==> config.mk <==
export PLATFORM = sky130hd
export DESIGN_NAME = regfile_wb_arbiter
export DESIGN_NICKNAME = d
export VERILOG_FILES = /design/src/rtl/regfile_pkg.sv /design/src/rtl/regfile_scoreboard.sv /design/src/rtl/regfile_wb_arbiter.sv
export SDC_FILE = /design/constraint.sdc
export NUM_CORES = 1
export LEC_CHECK = 0
export ABC_CLOCK_PERIOD_IN_PS = 4100
export CAP_MARGIN = 20
export CORE_MARGIN = 10
export CORE_UTILIZATION = 40
export CTS_CLUSTER_SIZE = 10
export DETAILED_ROUTE_END_ITERATION = 7
export GPL_ROUTABILITY_DRIVEN = 0
export PLACE_DENSITY = 0.83
export SLEW_MARGIN = 10
export SYNTH_ARGS = -nofsm -noshare
export SYNTH_HDL_FRONTEND = slang
export SYNTH_SLANG_ARGS = --single-unit
export TNS_END_PERCENT = 30
==> constraint.sdc <==
create_clock -name CLK -period 4.1 [get_ports CLK]
set_input_delay 0.82 -clock CLK [delete_from_list [all_inputs] [get_ports CLK]]
set_output_delay 0.82 -clock CLK [all_outputs]
set_load 0.02 [all_outputs]
==> src/rtl/regfile_pkg.sv <==
// Shared constants and types for the register-file writeback path.
// Requester IDs double as the round-robin pointer encoding.
package regfile_pkg;

    localparam int unsigned DATA_W = 32;
    localparam int unsigned ADDR_W = 5;
    localparam int unsigned NREGS  = 8;

    typedef enum logic {
        REQ_ALU  = 1'b0,
        REQ_LOAD = 1'b1
    } req_id_e;

    typedef struct packed {
        logic              valid;
        logic [ADDR_W-1:0] addr;
        logic [DATA_W-1:0] data;
    } wb_req_t;

endpackage

==> src/rtl/regfile_scoreboard.sv <==
// Pending-write scoreboard: one busy bit per physical register plus the
// out-of-range address check shared by issue-side sets and accepted writebacks.
module regfile_scoreboard #(
    parameter int unsigned ADDR_W = regfile_pkg::ADDR_W,
    parameter int unsigned NREGS  = regfile_pkg::NREGS
) (
    input  logic              clk_i,
    input  logic              rst_i,
    input  logic              set_valid_i,
    input  logic [ADDR_W-1:0] set_addr_i,
    input  logic              clr_valid_i,
    input  logic [ADDR_W-1:0] clr_addr_i,
    input  logic              acc_valid_i,
    input  logic [ADDR_W-1:0] acc_addr_i,
    output logic              acc_in_range_o,
    output logic [NREGS-1:0]  busy_mask_o,
    output logic              addr_err_o
);

    localparam logic [ADDR_W:0] LIMIT = (ADDR_W+1)'(NREGS);

    logic             set_ok;
    logic [NREGS-1:0] set_mask;
    logic [NREGS-1:0] clr_mask;
    logic [NREGS-1:0] busy_q, busy_d;
    logic             err_q, err_d;

    assign set_ok         = {1'b0, set_addr_i} < LIMIT;
    assign acc_in_range_o = {1'b0, acc_addr_i} < LIMIT;

    always_comb begin
        set_mask = '0;
        clr_mask = '0;
        for (int unsigned i = 0; i < NREGS; i++) begin
            set_mask[i] = set_valid_i && set_ok && (set_addr_i == ADDR_W'(i));
            clr_mask[i] = clr_valid_i && (clr_addr_i == ADDR_W'(i));
        end
        // Set is applied after clear so a same-edge set keeps the bit high.
        busy_d = (busy_q & ~clr_mask) | set_mask;
        err_d  = (set_valid_i && !set_ok) || (acc_valid_i && !acc_in_range_o);
    end

    always_ff @(posedge clk_i) begin
        if (rst_i) begin
            busy_q <= '0;
            err_q  <= 1'b0;
        end else begin
            busy_q <= busy_d;
            err_q  <= err_d;
        end
    end

    assign busy_mask_o = busy_q;
    assign addr_err_o  = err_q;

endmodule

==> src/rtl/regfile_wb_arbiter.sv <==
// Round-robin writeback arbiter sharing the single regfile write port between
// the ALU and load unit, with a registered WE3/A3/WD3 stage and pending scoreboard.
module regfile_wb_arbiter #(
    parameter int unsigned DATA_W = regfile_pkg::DATA_W,
    parameter int unsigned ADDR_W = regfile_pkg::ADDR_W,
    parameter int unsigned NREGS  = regfile_pkg::NREGS
) (
    input  logic              CLK,
    input  logic              RST,
    input  logic              req0_valid,
    output logic              req0_ready,
    input  logic [ADDR_W-1:0] req0_addr,
    input  logic [DATA_W-1:0] req0_data,
    input  logic              req1_valid,
    output logic              req1_ready,
    input  logic [ADDR_W-1:0] req1_addr,
    input  logic [DATA_W-1:0] req1_data,
    input  logic              wb_hold,
    input  logic              sb_set_valid,
    input  logic [ADDR_W-1:0] sb_set_addr,
    output logic              WE3,
    output logic [ADDR_W-1:0] A3,
    output logic [DATA_W-1:0] WD3,
    output logic [NREGS-1:0]  busy_mask,
    output logic              addr_err
);
    import regfile_pkg::*;

    req_id_e           last_grant_q, last_grant_d;
    wb_req_t           sel;
    logic              xfer;
    logic              acc_ok;
    logic              we_q, we_d;
    logic [ADDR_W-1:0] a3_q, a3_d;
    logic [DATA_W-1:0] wd_q, wd_d;

    always_comb begin
        req0_ready = 1'b0;
        req1_ready = 1'b0;
        if (!wb_hold) begin
            if (req0_valid && req1_valid) begin
                req0_ready = (last_grant_q == REQ_LOAD);
                req1_ready = (last_grant_q == REQ_ALU);
            end else begin
                req0_ready = req0_valid;
                req1_ready = req1_valid;
            end
        end
    end

    always_comb begin
        sel = '0;
        if (req0_ready) begin
            sel = '{valid: req0_valid, addr: req0_addr, data: req0_data};
        end else if (req1_ready) begin
            sel = '{valid: req1_valid, addr: req1_addr, data: req1_data};
        end
        xfer = sel.valid;
    end

    always_comb begin
        last_grant_d = last_grant_q;
        if (req0_ready)      last_grant_d = REQ_ALU;
        else if (req1_ready) last_grant_d = REQ_LOAD;
        // Out-of-range transfers are consumed but never reach the write port.
        we_d = xfer && acc_ok;
        a3_d = we_d ? sel.addr : a3_q;
        wd_d = we_d ? sel.data : wd_q;
    end

    always_ff @(posedge CLK) begin
        if (RST) begin
            last_grant_q <= REQ_LOAD;
            we_q         <= 1'b0;
            a3_q         <= '0;
            wd_q         <= '0;
        end else begin
            last_grant_q <= last_grant_d;
            we_q         <= we_d;
            a3_q         <= a3_d;
            wd_q         <= wd_d;
        end
    end

    regfile_scoreboard #(
        .ADDR_W (ADDR_W),
        .NREGS  (NREGS)
    ) u_scoreboard (
        .clk_i          (CLK),
        .rst_i          (RST),
        .set_valid_i    (sb_set_valid),
        .set_addr_i     (sb_set_addr),
        .clr_valid_i    (we_q),
        .clr_addr_i     (a3_q),
        .acc_valid_i    (xfer),
        .acc_addr_i     (sel.addr),
        .acc_in_range_o (acc_ok),
        .busy_mask_o    (busy_mask),
        .addr_err_o     (addr_err)
    );

    assign WE3 = we_q;
    assign A3  = a3_q;
    assign WD3 = wd_q;

endmodule

==> results of run 1 <==
[critical path, delay by kind of cell]
family                 cells  cell delay [ns]
AOI/OAI and AO/OA          1             0.26
and+or+nand+nor            1             0.09
buffers and inverters      2             1.16
[registers in the layout, summed over array words and instances, names as in the netlist]
name,cells
A3,5
WD3,32
WE3,1
last_grant_q,1
u_scoreboard.addr_err_o,1
u_scoreboard.busy_mask_o,8
[per-stage QoR]
step | hold slack (ns) | power [mW] | instance area, µm² | instances
finish | 0.484 | 1.20 | 3630 | 423
detailed placement | 0.474 | 0.875 | 3530 | 415
global placement | 0.463 | 0.868 | 3530 | 415
global route | 0.513 | 1.26 | 3630 | 423
CTS | 0.485 | 1.21 | 3630 | 423
floorplan | 0.529 | 0.698 | 2190 | 231
[power by group through the flow]
stage / sequential (mW) / combinational (mW) / clock (mW)
2_1_floorplan: 0.566 / 0.131 / 0
3_3_place_gp: 0.528 / 0.340 / 0
3_5_place_dp: 0.529 / 0.345 / 0
4_1_cts: 0.519 / 0.346 / 0.343
5_1_grt: 0.524 / 0.369 / 0.366
6_report: 0.519 / 0.343 / 0.334
[cell usage after synthesis]
cell type   n
dfxtp_1    48
a21oi_1    44
a22oi_1    35
a211oi_2   18
a211oi_1   17
clkbuf_1   17
nor2_1      8
nand2_1     7
o21ai_0     7
nor2b_1     5
buf_6       4
nand2b_1    3
nand3_1     3
nor3b_2     2
o31ai_1     2
a21bo_2     1
a21boi_1    1
a221o_1     1
and2_4      1
buf_1       1
buf_2       1
nand3b_1    1
nor4b_1     1
nor4bb_1    1
o21bai_1    1
o32a_1      1
[metal layers]
layer | GRT usage | wire length, µm | vias up
met5 | 0 | 0 | -
met4 | 0.0494 | 68 | 0
met3 | 0.0847 | 842 | 5
met2 | 0.297 | 3890 | 101
met1 | 0.187 | 3180 | 1085
li1 | - | - | 1133
[cell families after synthesis]
logic type      after synthesis
compound gates              128
flops                        48
simple gates                 32
buf+inv                      23
[path summary, 6_finish.rpt]
check,depth (start not counted),to
worst min register to register,2,u_scoreboard.busy_mask_o[1]
worst max register to register,5,A3[1]
worst min-delay path,2,u_scoreboard.busy_mask_o[1]
worst max-delay path,4,req1_ready
[area by class of cell]
type                       count  area, µm²  area share
clock buffer                   6       72.6      0.0200
clock inverter                 2       35.0     0.00964
multi-input combinational    160       1120       0.309
sequential                    48        961       0.264
tap                           70       87.6      0.0241
timing repair buffer         137       1360       0.373
==> out/metrics.yaml, run 1 <==
critical_path:
  critPathKind: "in2out"
  crit_chain: "clkdlybuf4s50_1 > a21bo_2 > nor2_1 > clkdlybuf4s50_1"
  rr_startpoint: "last_grant_q"
  slowest_stage: "clkdlybuf4s50_1"
  crit_start: "req1_valid"
  cp_data_required_time_ns: 3.28
  cp.arrival_ns: 2.34
  endpoint_kind: "output pin"
  slowest_delay_ns: 0.62
  worstSetupStartpointType: "input port"
  crit_fanout: 5
  r2r_slack_ns: 2.27
  path_common_cell: "clkdlybuf4s50_1"
floorplanning:
  start_util: 0.421
  die_area_mm2: 0.00884
  core_area_mm2: 0.00520
  die_w_um: 94.0
  die_h_um: 94.0
  rows: 26
  ios: 134
yosys:
  synth_mux_area_frac: 0
  synth-compound-area-share: 0.425
  synthCells: 231
  yosys.area_share.xor_xnor: 0
  ys_seq_area_frac: 0.439
  synth_area_mm2: 0.00219
  synth_area_leaders: "dfxtp_1 (44%), a22oi_1 (12%), a211oi_2 (10%), a21oi_1 (10%), a211oi_1 (5.8%)"
  yosys.area_share.adder: 0
  ys_seq_elements: 48
  synth_nets: 316
  ys_types: 26
  synth_top_family_by_area: "compound AO/OA/AOI/OAI gates"
  synth-simple-area-share: 0.0828
  yosysTopAreaCell: "dfxtp_1"
  ys_warn_count: 0
  yosysTopAreaCellShare: 0.439
  syn_avg_cell_area_um2: 9.48
detailed_routing:
  wl_um: 7980
  via_per_inst: 5.49
  drt-initial-drc-count: 96
  ant_nets: 0
  drcViolationCount: 0
  first_pass_iters: 4
  vias: 2324
  wire_per_inst_um: 18.9
clock_network:
  cts_resized: 0
  cts_setup_buffers: 0
  cts.sinks: 48
  root_buffer: "clkbuf_8"
  postCtsHoldBufs: 0
  cts_made_buffers: 5
  cts_tree: "done"
  clk_pin_slew_ns: 0.08
  clock_tree.buffer_depth: 2
  htreeDepth: 2
  worstSkewPairLatency_ns: 0.30
global_route:
  grt_pass1_wl_um: 12400
  grt_overflow: 0
  antenna_found_initial: 0
  grt_util_all_layers: 0.174
  grt_pass1_vias: 2414
  grt_max_degree: 49
run:
  maxCapViolCount: 0
run_status:
  status: "finished, final reports clean"
pwr:
  vdd.ir_drop.worst_mv: 0.162
  power_density_mw_per_mm2: 329
  power_frac_comb: 0.287
  p_leak_nw: 1.23
  p_switching_mw: 0.338
  seq_power_share: 0.434
  clkPwrFrac: 0.279
  switching_share: 0.282
  intPower_mw: 0.858
min_path:
  worstHoldPathType: "reg2reg"
  hp-start: "u_scoreboard.busy_mask_o[1]"
final_layout:
  drive_above_1_share: 0.105
  synthToLayoutAreaGrowth_pct: 65.8
  fillers: 435
  nets: 437
  utilization: 0.698
  n_antenna_cell: 0
  final_common_cell: "clkdlybuf4s50_1"
  final_cell_mix: "clkdlybuf4s50_1 (132), dfxtp_1 (48), a21oi_1 (44)"
sta:
  min_period_ns: 3.16
  finalCritPeriodShare: 0.771
  worstMarginPinSlew_ns: 1.07
  hold_viol: 0
  setup_violations: 0
  skew_ns: 0.00680
  finalWorstSetupSlack_ns: 0.938
  relSlewSlack: 0.285
  fmax_mhz: 316
  rsz0062_at_grt: "no"
  slew_viol_final: 0
  tns_ns: 0
placed_design:
  portBuffers: 133
  place_ws_ns: 0.939
  dpl.hpwl_um: 5950
No activity file was read; power rests on OpenSTA's default activity.
==> run 2: changes to the inputs <==
--- a/config.mk
+++ b/config.mk
@@ -5,14 +5,14 @@
 export SDC_FILE = /design/constraint.sdc
 export NUM_CORES = 1
 export LEC_CHECK = 0
-export ABC_CLOCK_PERIOD_IN_PS = 4100
+export ABC_CLOCK_PERIOD_IN_PS = 2800
 export CAP_MARGIN = 20
 export CORE_MARGIN = 10
-export CORE_UTILIZATION = 40
+export CORE_UTILIZATION = 33
 export CTS_CLUSTER_SIZE = 10
 export DETAILED_ROUTE_END_ITERATION = 7
 export GPL_ROUTABILITY_DRIVEN = 0
-export PLACE_DENSITY = 0.83
+export PLACE_DENSITY = 0.73
 export SLEW_MARGIN = 10
 export SYNTH_ARGS = -nofsm -noshare
 export SYNTH_HDL_FRONTEND = slang
==> constraint.sdc (replaced) <==
create_clock -name CLK -period 2.8 [get_ports CLK]
set_input_delay 0.56 -clock CLK [delete_from_list [all_inputs] [get_ports CLK]]
set_output_delay 0.56 -clock CLK [all_outputs]
set_load 0.02 [all_outputs]
==> run 2 against run 1 <==
Non-clock buffer count rose by 3. Critical path depth is the same. Clock skew shrank 0.0038 ns. Sequential power grew 46%. Hold slack worse by 0.0043 ns. Design area increased by 0.79%. Worst setup slack worse by 0.72 ns. Sequential share of layout area fell by 0.21 points. Global-route usage decreased by 2.5 points.
==> out/metrics.yaml, run 2 (synthesis results as in run 1) <==
run_status:
  status: "finished, final reports clean"  # unchanged
run:
  maxCapViolCount: 0  # unchanged
final_layout:
  n_antenna_cell: 0  # unchanged
  seqCellArea_um2: 961  # unchanged
  final_cell_mix: "clkdlybuf4s50_1 (132), dfxtp_1 (48), a21oi_1 (44)"  # unchanged
  final_common_cell: "clkdlybuf4s50_1"  # unchanged
  fillers: 597  # was 435
  nets: 440  # was 437
  drive_above_1_share: 0.115  # was 0.105
  largest_reg_flops: 32  # unchanged
  multi_input_area_mm2: 0.00112  # unchanged
  utilization: 0.573  # was 0.698
  synthToLayoutAreaGrowth_pct: 67.2  # was 65.8%
detailed_routing:
  drcViolationCount: 0  # unchanged
  drt-initial-drc-count: 83  # was 96
  wl_um: 7910  # was 7980 µm
  wire_per_inst_um: 18.3  # was 18.9 µm
  vias: 2304  # was 2324
  first_pass_iters: 4  # unchanged
  ant_nets: 0  # unchanged
  via_per_inst: 5.32  # was 5.49
clock_network:
  clk_pin_slew_ns: 0.09  # was 0.08 ns
  clock_tree.buffer_depth: 2  # unchanged
  cts_setup_buffers: 0  # unchanged
  cts_made_buffers: 5  # unchanged
  postCtsHoldBufs: 0  # unchanged
  htreeDepth: 2  # unchanged
  worstSkewPairLatency_ns: 0.29  # was 0.30 ns
  cts.sinks: 48  # unchanged
  cts_resized: 0  # unchanged
  cts_tree: "done"  # unchanged
  root_buffer: "clkbuf_8"  # unchanged
global_route:
  grt_max_degree: 39  # was 49
  grt_util_all_layers: 0.149  # was 0.174
  antenna_found_initial: 0  # unchanged
  grt_pass1_vias: 2483  # was 2414
  grt_pass1_wl_um: 12400  # about the same
  grt_overflow: 0  # unchanged
floorplanning:
  rows: 29  # was 26
  start_util: 0.343  # was 0.421
  core_area_mm2: 0.00639  # was 0.00520 mm²
  die_area_mm2: 0.0103  # was 0.00884 mm²
  die_w_um: 101  # was 94.0 µm
  ios: 134  # unchanged
  die_h_um: 101  # was 94.0 µm
critical_path:
  endpoint_kind: "output pin"  # unchanged
  slowest_delay_ns: 0.62  # about the same
  critPathKind: "in2out"  # unchanged
  cp.arrival_ns: 2.02  # was 2.34 ns
  crit_chain: "clkdlybuf4s50_1 > a21bo_2 > nor2_1 > clkdlybuf4s50_1"  # unchanged
  path_common_cell: "clkdlybuf4s50_1"  # unchanged
  crit_fanout: 5  # unchanged
  slowest_stage: "clkdlybuf4s50_1"  # unchanged
  cp_data_required_time_ns: 2.24  # was 3.28 ns
  crit_family: "buffers and inverters"  # unchanged
  worst-path-buf-inv: 2  # unchanged
  worstSetupStartpointType: "input port"  # unchanged
pwr:
  vdd.ir_drop.worst_mv: 0.224  # was 0.162 mV
  power_density_mw_per_mm2: 462  # was 329 mW/mm²
  p_leak_nw: 1.24  # was 1.23 nW
placed_design:
  dpl.hpwl_um: 6100  # was 5950 µm
  portBuffers: 133  # unchanged
sta:
  worstMarginPinSlew_ns: 0.732  # was 1.07 ns
  setup_violations: 0  # unchanged
  tns_ns: 0  # unchanged
  rsz0062_at_grt: "no"  # unchanged
  slew_viol_final: 0  # unchanged
  min_period_ns: 2.58
  skew_ns: 0.00304  # was 0.00680 ns
  relSlewSlack: 0.505  # was 0.285
  hold_viol: 0  # unchanged
  finalCritPeriodShare: 0.922
  fmax_mhz: 387
min_path:
  worstHoldPathType: "reg2reg"  # unchanged
## run 2: power breakdown
| part | switching (mW) | internal (mW) |
|---|---|---|
| sequential | 0.0293 | 0.730 |
| combinational | 0.243 | 0.267 |
| clock | 0.225 | 0.197 |
| total | 0.498 | 1.19 |
## run 2: final timing paths
path / start / endpoint / slack [ns] / cells past startpoint
min: u_scoreboard.busy_mask_o[6] / u_scoreboard.busy_mask_o[6] / 0.48 / 2
min reg2reg: u_scoreboard.busy_mask_o[6] / u_scoreboard.busy_mask_o[6] / 0.48 / 2
max reg2reg: last_grant_q / WD3[26] / 0.95 / 5
max: req1_valid / req1_ready / 0.22 / 4
## run 2: layout make-up
class / instances / share of cell area
Timing Repair Buffer: 140 / 0.380
Tap cell: 77 / 0.0263
Multi-Input combinational cell: 160 / 0.306
Clock inverter: 2 / 0.00273
Sequential cell: 48 / 0.262
Clock buffer: 6 / 0.0225
## run 2: layer usage
layer | vias up | track usage | share of wire
li1 | 1137 | - | -
met5 | - | 0 | 0
met4 | 0 | 0.0322 | 0.0063
met2 | 94 | 0.247 | 0.47
met1 | 1069 | 0.160 | 0.40
met3 | 4 | 0.0892 | 0.12
## run 2: worst min-delay path, cell delays in order, from the launching register on
cell and delay, ns:
dfxtp_1 0.31, o21ai_0 0.06, a21oi_1 0.06
## run 2: per-stage QoR
step | cell area (µm²) | cells | power, mW | hold slack, ns | setup slack [ns]
final | 3660 | 433 | 1.69 | 0.480 | 0.217
after global routing | 3660 | 433 | 1.78 | 0.500 | 0.117
after CTS | 3660 | 433 | 1.71 | 0.481 | 0.212
after detailed placement | 3570 | 425 | 1.29 | 0.469 | 0.227
after global placement | 3570 | 425 | 1.28 | 0.462 | 0.220
after floorplan | 2190 | 231 | 1.02 | 0.529 | 0.993
